===== src/rtl/mod_arith_pkg.sv =====
// Shared definitions for the modular-arithmetic U-datapath sequencer:
// U-register op encodings, sequencer state encoding, modulus select values,
// the latched command payload and the per-step iteration increment helper.
package mod_arith_pkg;

    localparam int unsigned OP_W   = 2;
    localparam int unsigned PERF_W = 16;
    localparam int unsigned INC_W  = 2;

    // U register operation issued alongside u_en
    typedef enum logic [OP_W-1:0] {
        OP_U_SETV  = 2'b00,
        OP_U_MHLV  = 2'b01,
        OP_U_MQRTR = 2'b10,
        OP_U_CLEAR = 2'b11
    } u_op_e;

    typedef enum logic [2:0] {
        ST_IDLE = 3'd0,
        ST_CLR  = 3'd1,
        ST_LOAD = 3'd2,
        ST_ITER = 3'd3,
        ST_DONE = 3'd4,
        ST_ERR  = 3'd5
    } seq_state_e;

    // Modulus select: field prime or group order
    typedef enum logic {
        MP0 = 1'b0,
        MP1 = 1'b1
    } mod_sel_e;

    // Command attributes latched at start acceptance
    typedef struct packed {
        logic     mul;
        mod_sel_e modp;
    } cmd_t;

    // A mod 4 pattern that allows only a single halving step
    localparam logic [1:0] A_BIN_HALF = 2'b10;

    // Bit positions consumed by one ITER step
    function automatic logic [INC_W-1:0] step_inc(input u_op_e op);
        return (op == OP_U_MHLV) ? INC_W'(1) : INC_W'(2);
    endfunction

endpackage


===== src/rtl/mod_arith_seq_if.sv =====
// Command / datapath-control bundle between the ECC control FSM, the
// sequencer and the mod_arith datapath.
//   master : command source side (start, mode, mod_sel, abort) plus the
//            datapath status (dp_stall, a_bin, a_zero); observes results.
//   slave  : the sequencer; drives u_op/u_en/ab_en, flags, busy, done,
//            err, iter_cnt (and perf_cyc when MOD_ARITH_SEQ_PERF_EN is set).
interface mod_arith_seq_if #(
    parameter int unsigned CNT_W = 10
);
    import mod_arith_pkg::*;

    logic             start;
    logic             mode;
    logic             mod_sel;
    logic             abort;
    logic             dp_stall;
    logic [1:0]       a_bin;
    logic             a_zero;

    u_op_e            u_op;
    logic             u_en;
    logic             ab_en;
    logic             flg_mod;
    logic             flg_mul;
    logic             busy;
    logic             done;
    logic             err;
    logic [CNT_W-1:0] iter_cnt;

`ifdef MOD_ARITH_SEQ_PERF_EN
    logic [PERF_W-1:0] perf_cyc;

    modport master (
        output start, mode, mod_sel, abort, dp_stall, a_bin, a_zero,
        input  u_op, u_en, ab_en, flg_mod, flg_mul, busy, done, err, iter_cnt,
               perf_cyc
    );

    modport slave (
        input  start, mode, mod_sel, abort, dp_stall, a_bin, a_zero,
        output u_op, u_en, ab_en, flg_mod, flg_mul, busy, done, err, iter_cnt,
               perf_cyc
    );
`else
    modport master (
        output start, mode, mod_sel, abort, dp_stall, a_bin, a_zero,
        input  u_op, u_en, ab_en, flg_mod, flg_mul, busy, done, err, iter_cnt
    );

    modport slave (
        input  start, mode, mod_sel, abort, dp_stall, a_bin, a_zero,
        output u_op, u_en, ab_en, flg_mod, flg_mul, busy, done, err, iter_cnt
    );
`endif

endinterface


===== src/rtl/mod_arith_seq_cnt.sv =====
// Saturating up-counter used for the iteration count and the busy-cycle
// performance count.
//   clk, rst : clock, synchronous active-high reset
//   clr      : force count to zero (wins over en)
//   en, inc  : add inc when en is high, saturating at all-ones
//   cnt      : registered count
module mod_arith_seq_cnt #(
    parameter int unsigned W     = 10,
    parameter int unsigned INC_W = 2
) (
    input  logic             clk,
    input  logic             rst,
    input  logic             clr,
    input  logic             en,
    input  logic [INC_W-1:0] inc,
    output logic [W-1:0]     cnt
);

    localparam int unsigned SUM_W = W + 1;
    localparam logic [W:0]  SAT   = {1'b0, {W{1'b1}}};

    logic [W-1:0] cnt_q;
    logic [W-1:0] cnt_d;
    logic [W:0]   sum;

    // One extra bit on the sum detects overflow before it can wrap
    always_comb begin
        sum   = {1'b0, cnt_q} + SUM_W'(inc);
        cnt_d = cnt_q;
        if (clr) begin
            cnt_d = '0;
        end else if (en) begin
            cnt_d = (sum > SAT) ? SAT[W-1:0] : sum[W-1:0];
        end
    end

    always_ff @(posedge clk) begin
        if (rst) begin
            cnt_q <= '0;
        end else begin
            cnt_q <= cnt_d;
        end
    end

    assign cnt = cnt_q;

endmodule


===== src/rtl/mod_arith_seq.sv =====
// Sequencer for the ECC modular-arithmetic U datapath. Accepts one command
// at a time and steps CLEAR -> SETV -> halving/quartering loop until A is
// zero (done), the iteration budget runs out (err) or the command is aborted.
// All outputs are registered.
//   clk, rst : clock, synchronous active-high reset
//   bus      : mod_arith_seq_if.slave (command, datapath status, U/A/B
//              controls, flags, busy/done/err, iter_cnt)
// Optional build macro MOD_ARITH_SEQ_PERF_EN adds bus.perf_cyc, the busy
// cycle count of the last command (stalls included, saturating).
module mod_arith_seq
    import mod_arith_pkg::*;
#(
    parameter int unsigned ITER_MAX = 512,
    parameter int unsigned CNT_W    = 10
) (
    input  logic           clk,
    input  logic           rst,
    mod_arith_seq_if.slave bus
);

    seq_state_e        state_q, state_d;
    u_op_e             u_op_q, u_op_d;
    logic              u_en_q, u_en_d;
    logic              ab_en_q, ab_en_d;
    logic              done_q, done_d;
    logic              err_q, err_d;
    logic              busy_q, busy_d;
    cmd_t              cmd_q, cmd_d;

    logic              cnt_clr;
    logic              cnt_en;
    logic [INC_W-1:0]  cnt_inc;
    logic [CNT_W-1:0]  iter_cnt;
    u_op_e             step_op;

    // Step selection from the low bits of A
    always_comb begin
        if (bus.a_bin == A_BIN_HALF) begin
            step_op = OP_U_MHLV;
        end else begin
            step_op = OP_U_MQRTR;
        end
    end

    // Next state and next registered outputs
    always_comb begin
        state_d = state_q;
        u_op_d  = u_op_q;
        u_en_d  = 1'b0;
        ab_en_d = 1'b0;
        done_d  = 1'b0;
        err_d   = 1'b0;
        cmd_d   = cmd_q;
        cnt_clr = 1'b0;
        cnt_en  = 1'b0;
        cnt_inc = '0;

        case (state_q)
            ST_IDLE: begin
                if (bus.start && !bus.abort) begin
                    cmd_d.mul  = bus.mode;
                    cmd_d.modp = mod_sel_e'(bus.mod_sel);
                    cnt_clr    = 1'b1;
                    state_d    = ST_CLR;
                    u_op_d     = OP_U_CLEAR;
                    u_en_d     = 1'b1;
                end
            end

            ST_CLR: begin
                if (bus.abort) begin
                    state_d = ST_IDLE;
                end else if (!bus.dp_stall) begin
                    state_d = ST_LOAD;
                    u_op_d  = OP_U_SETV;
                    u_en_d  = 1'b1;
                    ab_en_d = 1'b1;
                end
            end

            ST_LOAD: begin
                if (bus.abort) begin
                    state_d = ST_IDLE;
                end else if (!bus.dp_stall) begin
                    state_d = ST_ITER;
                end
            end

            // a_zero beats the budget check, which beats stepping
            ST_ITER: begin
                if (bus.abort) begin
                    state_d = ST_IDLE;
                end else if (!bus.dp_stall) begin
                    if (bus.a_zero) begin
                        state_d = ST_DONE;
                        done_d  = 1'b1;
                    end else if (iter_cnt >= CNT_W'(ITER_MAX)) begin
                        state_d = ST_ERR;
                        err_d   = 1'b1;
                    end else begin
                        u_op_d  = step_op;
                        u_en_d  = 1'b1;
                        ab_en_d = 1'b1;
                        cnt_en  = 1'b1;
                        cnt_inc = step_inc(step_op);
                    end
                end
            end

            // Terminal pulses are never held by a stall
            ST_DONE, ST_ERR: begin
                state_d = ST_IDLE;
            end

            default: begin
                state_d = ST_IDLE;
            end
        endcase

        busy_d = (state_d != ST_IDLE);
    end

    always_ff @(posedge clk) begin
        if (rst) begin
            state_q <= ST_IDLE;
            u_op_q  <= OP_U_CLEAR;
            u_en_q  <= 1'b0;
            ab_en_q <= 1'b0;
            done_q  <= 1'b0;
            err_q   <= 1'b0;
            busy_q  <= 1'b0;
            cmd_q   <= '0;
        end else begin
            state_q <= state_d;
            u_op_q  <= u_op_d;
            u_en_q  <= u_en_d;
            ab_en_q <= ab_en_d;
            done_q  <= done_d;
            err_q   <= err_d;
            busy_q  <= busy_d;
            cmd_q   <= cmd_d;
        end
    end

    // Bit positions consumed in the current command
    mod_arith_seq_cnt #(
        .W     (CNT_W),
        .INC_W (INC_W)
    ) u_iter_cnt (
        .clk (clk),
        .rst (rst),
        .clr (cnt_clr),
        .en  (cnt_en),
        .inc (cnt_inc),
        .cnt (iter_cnt)
    );

`ifdef MOD_ARITH_SEQ_PERF_EN
    logic [PERF_W-1:0] perf_cyc;

    // Counts every cycle busy is high; stops once the command leaves busy
    mod_arith_seq_cnt #(
        .W     (PERF_W),
        .INC_W (INC_W)
    ) u_perf_cnt (
        .clk (clk),
        .rst (rst),
        .clr (cnt_clr),
        .en  (busy_q),
        .inc (INC_W'(1)),
        .cnt (perf_cyc)
    );

    assign bus.perf_cyc = perf_cyc;
`endif

    assign bus.u_op     = u_op_q;
    assign bus.u_en     = u_en_q;
    assign bus.ab_en    = ab_en_q;
    assign bus.flg_mod  = cmd_q.modp;
    assign bus.flg_mul  = cmd_q.mul;
    assign bus.busy     = busy_q;
    assign bus.done     = done_q;
    assign bus.err      = err_q;
    assign bus.iter_cnt = iter_cnt;

endmodule


===== src/flat_wrapper.sv =====
// flat-port wrapper written by rule: the top's interface ports become plain ports
module mod_arith_seq_flat import mod_arith_pkg::*;
#(
    parameter int unsigned ITER_MAX = 512,
    parameter int unsigned CNT_W    = 10
)
  (clk, rst, bus_start, bus_mode, bus_mod_sel, bus_abort, bus_dp_stall, bus_a_bin, bus_a_zero, bus_u_op, bus_u_en, bus_ab_en, bus_flg_mod, bus_flg_mul, bus_busy, bus_done, bus_err, bus_iter_cnt);
  mod_arith_seq_if #(.CNT_W(CNT_W)) bus_i ();
  input  logic clk;
  input  logic rst;
  input wire logic [$bits(bus_i.start)-1:0] bus_start;
  input wire logic [$bits(bus_i.mode)-1:0] bus_mode;
  input wire logic [$bits(bus_i.mod_sel)-1:0] bus_mod_sel;
  input wire logic [$bits(bus_i.abort)-1:0] bus_abort;
  input wire logic [$bits(bus_i.dp_stall)-1:0] bus_dp_stall;
  input wire logic [$bits(bus_i.a_bin)-1:0] bus_a_bin;
  input wire logic [$bits(bus_i.a_zero)-1:0] bus_a_zero;
  output wire logic [$bits(bus_i.u_op)-1:0] bus_u_op;
  output wire logic [$bits(bus_i.u_en)-1:0] bus_u_en;
  output wire logic [$bits(bus_i.ab_en)-1:0] bus_ab_en;
  output wire logic [$bits(bus_i.flg_mod)-1:0] bus_flg_mod;
  output wire logic [$bits(bus_i.flg_mul)-1:0] bus_flg_mul;
  output wire logic [$bits(bus_i.busy)-1:0] bus_busy;
  output wire logic [$bits(bus_i.done)-1:0] bus_done;
  output wire logic [$bits(bus_i.err)-1:0] bus_err;
  output wire logic [$bits(bus_i.iter_cnt)-1:0] bus_iter_cnt;
  assign bus_i.start = bus_start;
  assign bus_i.mode = bus_mode;
  assign bus_i.mod_sel = bus_mod_sel;
  assign bus_i.abort = bus_abort;
  assign bus_i.dp_stall = bus_dp_stall;
  assign bus_i.a_bin = bus_a_bin;
  assign bus_i.a_zero = bus_a_zero;
  assign bus_u_op = bus_i.u_op;
  assign bus_u_en = bus_i.u_en;
  assign bus_ab_en = bus_i.ab_en;
  assign bus_flg_mod = bus_i.flg_mod;
  assign bus_flg_mul = bus_i.flg_mul;
  assign bus_busy = bus_i.busy;
  assign bus_done = bus_i.done;
  assign bus_err = bus_i.err;
  assign bus_iter_cnt = bus_i.iter_cnt;
  mod_arith_seq #(.ITER_MAX(ITER_MAX), .CNT_W(CNT_W)) u_core (.clk(clk), .rst(rst), .bus(bus_i));
endmodule

===== config.mk =====
export PLATFORM = sky130hd
export DESIGN_NAME = mod_arith_seq_flat
export DESIGN_NICKNAME = d
export VERILOG_FILES = /design/src/rtl/mod_arith_pkg.sv /design/src/rtl/mod_arith_seq_if.sv /design/src/rtl/mod_arith_seq_cnt.sv /design/src/rtl/mod_arith_seq.sv /design/src/flat_wrapper.sv
export SDC_FILE = /design/constraint.sdc
export NUM_CORES = 1
export LEC_CHECK = 0
export BUFFER_PORTS_ARGS = -buffer_cell sky130_fd_sc_hd__clkbuf_2
export CAP_MARGIN = 20
export CORE_MARGIN = 4
export CORE_UTILIZATION = 48
export CTS_BUF_LIST = sky130_fd_sc_hd__clkbuf_4 sky130_fd_sc_hd__clkbuf_8
export DETAILED_ROUTE_END_ITERATION = 10
export PLACE_DENSITY = 0.77
export SLEW_MARGIN = 20
export SYNTH_ARGS = -nofsm -noshare
export SYNTH_HDL_FRONTEND = slang
export SYNTH_HIERARCHICAL = 1
export SYNTH_SLANG_ARGS = --single-unit

===== constraint.sdc =====
create_clock -name clk -period 2.2 [get_ports clk]
set_input_delay 0.11 -clock clk [delete_from_list [all_inputs] [get_ports clk]]
set_output_delay 0.11 -clock clk [all_outputs]
set_load 0.005 [all_outputs]

# Yosys cells after proc, flatten, opt, wreduce, memory -nomap -nowiden
# Index checks and enable logic that the tools add are counted.
# Widths: inputs -> output; s select.
[word_totals]
mem_bits_rw = 0
mem_bits_ro = 0
regBits = 22
n_memories = 0
latch_bits = 0
out_inout_bits = 19
[op_classes]
order_cmp = 2
n_bitwise = 1
n_eq_ne = 12
shifts = 0
n_div = 0
multipliers = 0
muxes = 39
addsub = 1
n_reduce_logical = 10
[op_table]
columns = ["op", "count"]
rows = [
  ["$mux 2", 14],
  ["$mux 3", 9],
  ["$ne 2x2->1 const B", 6],
  ["$pmux 3 s4", 1],
  ["$add 10x2->11", 1],
  ["$gt 11x10->1 const B", 1],
  ["$mux 1", 11],
  ["$ge 10x10->1 const B", 1],
  ["$mux 10", 1],
  ["$reduce_and 8->1", 1],
  ["$eq 3x2->1 const B", 2],
  ["$pmux 2 s3", 1],
  ["$reduce_bool 3->1", 2],
  ["$reduce_or 5->1", 1],
  ["$reduce_or 4->1", 1],
  ["$eq 3x1->1 const B", 1],
  ["$logic_not 3->1", 1],
  ["$pmux 1 s3", 1],
  ["$eq 2x1->1 const B", 1],
  ["$eq 2x2->1 const B", 1],
  ["$ne 2x1->1 const B", 1],
  ["$pmux 1 s2", 1],
  ["$reduce_and 2->1", 1],
  ["$reduce_or 2->1", 1],
  ["3 further kinds", 3],
]

# Depth between registers and ports, before layout
# Gate-level depths: netlist of run 1.
[logic_depth]
word_depth = 12
mapped_depth = 8
mapped_depth_nobuf = 8

# Hierarchy
# The synthesis of run 1 kept the hierarchy.
[by_module_without_submodules]
columns = ["module", "cells_each", "n_inst", "area_each_um2", "seq_area_each_um2"]
rows = [
  ["mod_arith_seq", 60, 1, 571.8, 240.2],
  ["mod_arith_seq_cnt", 56, 1, 531.8, 200.2],
]

# Least setup slack after synthesis of run 1
# No wires, ideal clock.
[synth_path]
path_type = "flip-flop to flip-flop"
from = "reg u_core.state_q[0]"
to = "reg u_core.u_iter_cnt.cnt_q[6] (netlist: u_core/u_iter_cnt/cnt[6])"
arrival_time_ns = 2.084
path_stages_with_launch = 9
setup_ns = 0.074
setup_slack_ns = 0.041
path_buffers = 0
path_cell_list = "dfxtp_1 -> nor4b_4 -> nand3_2 -> nor2_1 -> ha_1 -> fa_1 -> nand2_1 -> or3_2 -> a31oi_1"
[synth_via]
elab_chain_len = 5
elab_cells_between_ends = 9
[synth_lines]
columns = ["item", "line_no", "text"]
rows = [
  ["start, declared", "mod_arith_seq.sv:21", "seq_state_e state_q, state_d;"],
  ["start signal, assigned", "mod_arith_seq.sv:134", "state_q <= state_d;"],
  ["$eq 3x2->1 (*)", "mod_arith_seq.sv:58", "case (state_q)"],
  ["$mux 2 (*)", "mod_arith_seq.sv:58", ""],
  ["net u_core.cnt_inc[0]", "mod_arith_seq.sv:32", "logic [INC_W-1:0] cnt_inc;"],
  ["$add 10x2->11 (*)", "mod_arith_seq_cnt.sv:28", "sum = {1'b0, cnt_q} + SUM_W'(inc);"],
  ["$gt 11x10->1", "mod_arith_seq_cnt.sv:33", "cnt_d = (sum > SAT) ? SAT[W-1:0] : sum[W-1:0];"],
  ["$mux 10 (*)", "mod_arith_seq_cnt.sv:33", ""],
  ["end signal, assigned", "mod_arith_seq_cnt.sv:41", "cnt_q <= cnt_d;"],
  ["end, declared", "mod_arith_seq_cnt.sv:22", "logic [W-1:0] cnt_q;"],
]
# Mark *: on every way through the listed nets, which the timed path passes. The rest lies on a longest branch.
# A chain may end at the register's enable or synchronous reset.

# Worst setup path in the final report of run 1
[layout_path]
from = "reg u_core.state_q[2]"
to = "reg u_core.u_iter_cnt.cnt_q[6] (netlist: u_core/u_iter_cnt/cnt[6])"
# Same word-level chain as after synthesis.

==> results of run 1 <==
## power by group through the flow
stage	Clock [mW]	Combinational (mW)	Sequential (mW)
global placement	0	0.0626	0.415
global route	0.242	0.0744	0.408
CTS	0.232	0.0655	0.407
finish	0.229	0.0676	0.407
detailed placement	0	0.0635	0.416
floorplan	0	0.0348	0.418
## area by class of cell
class	instances	area [sq um]	share of cell area [%]
clock buffer	4	36.28	2.594
inverter	6	22.52	1.610
multi-input combinational	84	631.9	45.17
sequential	22	440.4	31.48
tap	28	35.03	2.504
timing repair buffer	40	232.7	16.64
## what timing repair did
action,4_1_cts,5_1_grt
hold buffers,1,0
endpoints found under the hold margin,1,0
setup buffers,0,4
gates resized for setup,1,2
pin swaps,1,2
cloned,0,0
endpoints found under the setup margin,5,9
## worst min-delay path, cell delays in order
cell,delay (ns)
clkbuf_2,0.08
nand3_1,0.05
a21oi_1,0.05
## cell usage in the layout (no fill, tap or decap), drive strengths merged, types with 3 or more instances in the layout
cell type	n
o21ai	7
nor2	8
a31oi	5
or3	3
dfxtp	22
inv	6
clkbuf	32
a21oi	9
nand4	3
nand2	6
mux2i	3
nand3	4
buf	11
## Yosys cell counts, types with 2 or more instances
master and instances:
and3_1 2, buf_2 2, nand3_1 3, nor2_1 8, or3_2 2, dfxtp_1 22, a31oi_1 5, ha_1 2
nand2_1 6, xor2_1 2, inv_1 6, a311oi_1 2, and2_1 2, nor2b_1 2, o21ai_1 3, mux2i_1 3
o21ai_0 4, nand4_1 2, a21oi_1 9
## cell families (layout without fill, tap and decap cells)
logic type,Yosys count,after routing
buffers and inverters,10,50
muxes,3,3
AOI/OAI and AO/OA,36,36
DFF,22,22
adders and majority gates,3,3
and+or+nand+nor,40,40
xor gates and xnor gates,2,2
## routing by layer
metal | GRT usage, % | vias up
met2 | 28.38 | 43
li1 | - | 513
met5 | 0 | -
met3 | 3.248 | 4
met4 | 5.085 | 0
met1 | 23.25 | 514
## per-stage QoR
stage               worst slack (ns)  setup TNS (ns)  hold WS (ns)  cells  util, %
global placement             0.05006               0        0.3304    175    59.97
CTS                         0.007051               0       0.01097    180    62.25
finish                       -0.1519         -0.1519       0.01699    184    63.85
global route                 -0.2005         -0.5107       0.01628    184    63.85
detailed placement          -0.06255         -0.1651        0.3352    175    59.97
floorplan                    0.04119               0        0.1791    116        -
## worst paths after layout
kind,startpoint,to,slack [ns],cells after the start
setup / recovery,u_core/state_q[2]$_SDFF_PP0_,u_core/u_iter_cnt/cnt[6]$_SDFFE_PP0P_,-0.15,8
hold / removal,bus_mode,u_core/bus.flg_mul$_SDFFE_PP0P_,0.02,3
setup reg to reg,u_core/state_q[2]$_SDFF_PP0_,u_core/u_iter_cnt/cnt[6]$_SDFFE_PP0P_,-0.15,8
hold reg to reg,u_core/bus.flg_mul$_SDFFE_PP0P_,u_core/bus.flg_mul$_SDFFE_PP0P_,0.49,2
==> summary.txt, run 1 <==
Timing
  • Slew Limit Headroom: 68.10%
  • RSZ-0062 raised after global routing: yes
  • Measured slew at the worst slew-check pin: between 0.4 and 0.5 ns
  • Final Hold Fails: 0
  • Max-slew violation count: 0
  • Max Clk Rate: 425.2 MHz
  • Setup Viol. Count Final: 1
  • Period utilization: 106.9%
  • Post-route minimum period: approximately 2.4 ns
  • Worst Skew: 0.004065 ns
  • Final worst slack: -0.1519 ns

Outcome
  • Failing checks: setup timing
  • Status: complete, but fails checks

Synthesis
  • Seq/Total Area, Yosys: 39.91%
  • Multiplexer share of the synthesized area: under 10%
  • Unique masters post-synth: 48
  • Synth top area cells: dfxtp_1 (40%), a21oi_1 (4.1%), a31oi_1 (2.8%)
  • Synthesized instance count: 116
  • XOR/XNOR Fraction of Synth Area: 1.587%
  • Ys flop type: dfxtp_1
  • Post-Synth Simple-Gate Area: approximately a quarter
  • Yosys warns: 6
  • Synthesized flop and latch total: 22
  • Syn avg cell area: about 9.5 sq um
  • Compound-gate portion of the synthesized area: 22.56%
  • Syn_nets: approximately 130
  • Post-synth EDFFs: 0
  • Area share of the largest cell type after synthesis: 39.91%
  • Largest family of logic cells by synthesized area: simple AND/OR/NAND/NOR gates
  • Post-synth top area cell: dfxtp_1
  • Post-synth ARST share: 0%
  • Post-Synthesis Cell Area: 1104 sq um
  • Adder-Cell Fraction of Synth Area: 4.082%

Power
  • Peak supply drop: roughly 0.51 mV
  • Sequential share of power: 57.9%
  • Leak Pwr: 0.6112 nW
  • Internal Power: 0.5364 mW
  • Switching power: 0.1667 mW
  • Switch share: 23.71%
  • Combinational power share: 9.6%
  • Pwr/cell area: 502.6 nW/um^2
  • Final Power: ~0.70 mW
  • Clk pwr share: ~33%

Layout
  • Share of layout cells above drive strength 1: 37.18%
  • Fillers: 182
  • Synth-to-layout area growth: 26.76%
  • Diodes inserted: 0
  • Final instance area: 1399 sq um
  • Largest register FFs: 10
  • Layout net count: 170

CTS
  • Clock root buffer: clkbuf_4
  • CTS tree: done
  • Clk Latency, worst-skew pair: 0.31 ns
  • Cts bufs inserted: 3
  • CTS HTree Levels: 1
  • Clock buffer depth: 2
  • Clock slew at reported path FFs: 0.13 ns
  • CTS sink cnt: 22

Global route
  • Grt ovf: 0
  • Overall routing resource usage: between 15 and 20%
  • First-pass GRT wire length: about 4400 microns
  • Pin count of the biggest net entering global routing: 13
  • Initial antenna violation count: 0
  • Vias in the first global route: 994

Die
  • Die width: around 56 microns
  • CORE AREA: 2191 sq um
  • Die area: 3130 sq um
  • Vert. Die Dim: 55.95 microns
  • Std cell rows: 17
  • I/O Pins: 29
  • Initial core utilization: 50.37%

Detailed routing
  • Initial DRC Count: 38
  • Vias per cell: 5.837
  • Post-detailed-routing wire length: around 2700 microns
  • Routed metal-1 wire length: 1248 microns
  • Met3 Wirelength: approximately 170 microns
  • Max Used Layer: met4
  • Via count: 1074
  • Drt drc: 0
  • Routed wl met2: approximately 1300 microns
  • Post-DRT Antenna Nets: 0
  • First drt pass iteration count: 4
  • Routed wire length per instance: 14.92 microns

Worst setup path
  • Critical-path cell list: nor4b_4, nand3_2, nor2_1, ha_2, fa_1, nand2_1, or3_2, a31oi_1
  • Startpoint types: flip-flop
  • CP max FO: 4
  • Setup CP Type: flip-flop to flip-flop
  • Cell family contributing the most delay on the critical path: simple AND/OR/NAND/NOR gates
  • Bufs and invs on worst path: 0
  • Critical path required time: 2.44 ns
  • Crit. End Element: flip-flop
  • Worst EP arrival: 2.59 ns
  • Crit-path slowest cell: or3_2
  • Max stage delay on crit path: 0.42 ns

Run
  • # Max-Cap Violations: 0

Place
  • PortBufs: 28
  • Gpl congestion: 0.8343
  • HPWL Detailed: 1950 microns
  • Placed Area: 1314 sq um

Hold path
  • Hold crit path type: primary input to flip-flop
(Power assumes the default switching activity.)
==> run 2, diff against run 1 <==
--- a/config.mk
+++ b/config.mk
@@ -7,2 +7,3 @@
 export LEC_CHECK = 0
+export ABC_AREA = 1
 export BUFFER_PORTS_ARGS = -buffer_cell sky130_fd_sc_hd__clkbuf_2
@@ -10,3 +11,3 @@
 export CORE_MARGIN = 4
-export CORE_UTILIZATION = 48
+export CORE_UTILIZATION = 49
 export CTS_BUF_LIST = sky130_fd_sc_hd__clkbuf_4 sky130_fd_sc_hd__clkbuf_8
==> constraint.sdc (replaced) <==
create_clock -name clk -period 2.2 [get_ports clk]
set_input_delay 0 -clock clk [delete_from_list [all_inputs] [get_ports clk]]
set_output_delay 0 -clock clk [all_outputs]
set_load 0.005 [all_outputs]
==> run 2 against run 1 <==
  * The flow now finishes without violations
  * Clock-buffer cell count did not move
  * Fmax grew 14%
  * Critical path depth grew 3
  * Synthesized cell count is 48% higher
  * Worst hold slack gained 0.053 ns
  * Critical path type unchanged
  * Largest cell class unchanged
  * Largest power group unchanged
  * Highest routed layer unchanged
==> summary.txt, run 2 <==
CTS
  • Clock root buffer: clkbuf_4
  • Clk Latency, worst-skew pair: 0.31 ns (about the same)
  • Cts bufs inserted: 3 (unchanged)
  • CTS HTree Levels: 1 (unchanged)
  • CTS sink cnt: 22 (unchanged)
  • Clock slew at reported path FFs: 0.13 ns (about the same)
  • CTS tree: done
  • Clock buffer depth: 2 (unchanged)

Power
  • Pwr/cell area: 481.5 nW/um^2 (-4.2%)
  • Peak supply drop: 0.3502 mV (-32%)
  • Leak Pwr: 0.7772 nW (+27%)

Layout
  • Share of layout cells above drive strength 1: 26.92% (-10 points)
  • Fillers: 207 (+14%)
  • Most common cell after layout, fill and taps aside: nand2_1
  • Layout net count: 222 (+31%)
  • Synth-to-layout area growth: 21.59%
  • Largest register FFs: 10 (unchanged)
  • Most frequent cells in the layout: nand2_1 (42), clkbuf_2 (28), inv_1 (26), nor2_1 (20), dfxtp_1 (20)
  • Diodes inserted: 0 (unchanged)

Global route
  • First-pass GRT wire length: 4740 microns (+6.9%)
  • Vias in the first global route: 1123 (+13%)
  • Initial antenna violation count: 0 (unchanged)
  • Grt ovf: 0 (unchanged)
  • Overall routing resource usage: 17.66% (+0.31 points)
  • Pin count of the biggest net entering global routing: 13 (unchanged)

Run
  • # Max-Cap Violations: 0 (unchanged)

Outcome
  • Status: finished, final reports clean

Synthesis
  • Post-synth top area cell: dfxtp_1
  • Post-Synthesis Cell Area: 1211 sq um (+9.8%)
  • Synthesized flop and latch total: 22 (unchanged)
  • Synth cell count leaders: nand2_1 (42), inv_1 (26), dfxtp_1 (22)
  • Yosys warns: 6 (unchanged)
  • Synth top area cells: dfxtp_1 (36%), nand2_1 (13%), inv_1 (8.1%)
  • Unique masters post-synth: 23 (-52%)
  • Count leader, synth: nand2_1
  • Synthesized instance count: 172 (+48%)
  • Syn avg cell area: 7.042 sq um (-26%)
  • Post-synth EDFFs: 0 (unchanged)
  • Seq/Total Area, Yosys: 36.36% (-3.5 points)
  • Ys flop type: dfxtp_1
  • Syn_nets: 185 (+43%)
  • Post-synth ARST share: 0% (unchanged)
  • Area share of the largest cell type after synthesis: 36.36% (-3.5 points)

Timing
  • Slew Limit Headroom: 68.49% (+0.39 points)
  • Period utilization: 93.77% (-13 points)
  • Final worst slack: 0.1371 ns (+0.2890 ns)
  • Setup TNS: 0 ns (+0.1519 ns)
  • Worst Skew: 0.007130 ns (+0.003065 ns)
  • Final Hold Fails: 0 (unchanged)
  • Max Clk Rate: 484.8 MHz (+14%)
  • Post-route minimum period: 2.063 ns (-0.2890 ns)
  • Setup Viol. Count Final: 0 (-1)
  • Max-slew violation count: 0 (unchanged)
  • Measured slew at the worst slew-check pin: 0.4709 ns (+0.004452 ns)
  • RSZ-0062 raised after global routing: no

Worst setup path
  • Critical path required time: 2.42 ns (-0.02 ns)
  • Crit-path slowest cell: dfxtp_1
  • Crit. End Element: flip-flop
  • Max stage delay on crit path: 0.52 ns (+0.10 ns)
  • Critical path's most frequent cell: nor3_1
  • Critical-path cell list: nor2_4, nand3_2, nor3_1, ha_1, fa_1, nand2_2, nor2_8, inv_1, nand2_1, nor3_1, nor2_1
  • Worst EP arrival: 2.28 ns (-0.31 ns)
  • CP max FO: 6 (+2)
  • Startpoint types: flip-flop
  • Setup CP Type: flip-flop to flip-flop

Hold path
  • Hold crit path type: primary input to flip-flop

Detailed routing
  • Routed wire length per instance: 11.72 microns (-21%)
  • Vias per cell: 5.051 (-13%)
  • Initial DRC Count: 28 (-26%)
  • Post-DRT Antenna Nets: 0 (unchanged)
  • Via count: 1192 (+11%)
  • Post-detailed-routing wire length: 2765 microns (+0.73%)
  • First drt pass iteration count: 4 (unchanged)
  • Drt drc: 0 (unchanged)

Die
  • I/O Pins: 29 (unchanged)
  • CORE AREA: 2276 sq um (+3.9%)
  • Die width: 57.72 microns (+3.2%)
  • Die area: 3331 sq um (+6.4%)
  • Initial core utilization: 53.22% (+2.8 points)
  • Std cell rows: 17 (unchanged)
  • Vert. Die Dim: 57.72 microns (+3.2%)

Place
  • Gpl congestion: 0.8408 (+0.78%)
  • DP Worst Slack: 0.1713 ns (+0.2338 ns)
  • PortBufs: 28 (unchanged)
  • HPWL Detailed: 2067 microns (+6.0%)
[run 2: cell count changes after synthesis, moves of 3 or more]
cell / before / now
a21oi_1: 9 / 4
inv_1: 6 / 26
mux2i_1: 3 / 0
nand2_1: 6 / 42
nand2_2: 0 / 6
nand3_1: 3 / 11
nand3_2: 1 / 6
nor2_1: 8 / 20
nor2_2: 0 / 3
nor2_4: 0 / 3
nor3_1: 0 / 5
[run 2: what timing repair did]
| item | in CTS | in global routing |
|---|---|---|
| hold endpoints to repair | 8 | 0 |
| hold buffers | 5 | 0 |
| setup endpoints to repair | 0 | 6 |
| setup buffers | 0 | 0 |
| gates resized for setup | 0 | 3 |
[run 2: cell type report]
cell class / instances / area, sq um / area share [%]
Sequential cell: 22 / 442.9 / 30.08
Timing Repair Buffer: 33 / 190.2 / 12.91
Tap cell: 28 / 35.03 / 2.379
Clock buffer: 4 / 36.28 / 2.464
Inverter: 28 / 105.1 / 7.137
Multi-Input combinational cell: 121 / 663.1 / 45.03
[run 2: power breakdown]
| group | leakage [nW] | internal, mW | switching (mW) |
|---|---|---|---|
| Combinational | 0.577 | 0.0298 | 0.0402 |
| Sequential | 0.179 | 0.407 | 0.00480 |
| Clock | 0.0210 | 0.101 | 0.126 |
[run 2: kinds of logic (layout without fill, tap and decap cells)]
family	after synthesis	in the layout	synth area share (%)
simple gates	100	100	42.36
buf+inv	29	65	9.298
flops	22	22	36.36
xor+xnor	1	1	0.7233
fa+ha+maj	3	3	3.719
compound gates	17	17	7.542
[run 2: critical path: cells and delay by family, from the launching register on]
family                   cells  cell delay, ns
adder cells (fa/ha/maj)      2            0.63
AND/OR/NAND/NOR              8            0.71
flip-flops                   1            0.52
buffers and inverters        1            0.10
[run 2: path summary, 6_finish.rpt]
| check | from | end | slack, ns | cells past startpoint |
|---|---|---|---|---|
| max | u_core/u_iter_cnt/cnt[9]$_SDFFE_PP0P_ | u_core/u_iter_cnt/cnt[9]$_SDFFE_PP0P_ | 0.14 | 11 |
| min | bus_a_bin[0] | u_core/bus.u_op[0]$_SDFFE_PP1P_ | 0.07 | 4 |
| max reg2reg | u_core/u_iter_cnt/cnt[9]$_SDFFE_PP0P_ | u_core/u_iter_cnt/cnt[9]$_SDFFE_PP0P_ | 0.14 | 11 |
| min reg2reg | u_core/bus.u_op[0]$_SDFFE_PP1P_ | u_core/bus.u_op[0]$_SDFFE_PP1P_ | 0.49 | 2 |
[run 2: per-layer routing]
| metal | wire (microns) | track usage, % | vias up |
|---|---|---|---|
| met5 | 0 | 0 | - |
| met1 | 1270 | 22.72 | 540 |
| li1 | - | - | 613 |
| met4 | 25 | 6.623 | 0 |
| met2 | 1311 | 29.68 | 35 |
| met3 | 157 | 2.673 | 4 |
[run 2: metrics by stage]
| stage | util, % | hold slack, ns | power (mW) | std cells | area (sq um) |
|---|---|---|---|---|---|
| finish | 64.71 | 0.07044 | 0.7090 | 236 | 1473 |
| global route | 64.71 | 0.08649 | 0.7443 | 236 | 1473 |
| CTS | 64.38 | 0.07308 | 0.7187 | 236 | 1465 |
| detailed placement | 60.58 | 0.2412 | 0.4823 | 227 | 1379 |
| global placement | 60.58 | 0.2257 | 0.4810 | 227 | 1379 |
| floorplan | - | 0.07238 | 0.4561 | 172 | 1211 |
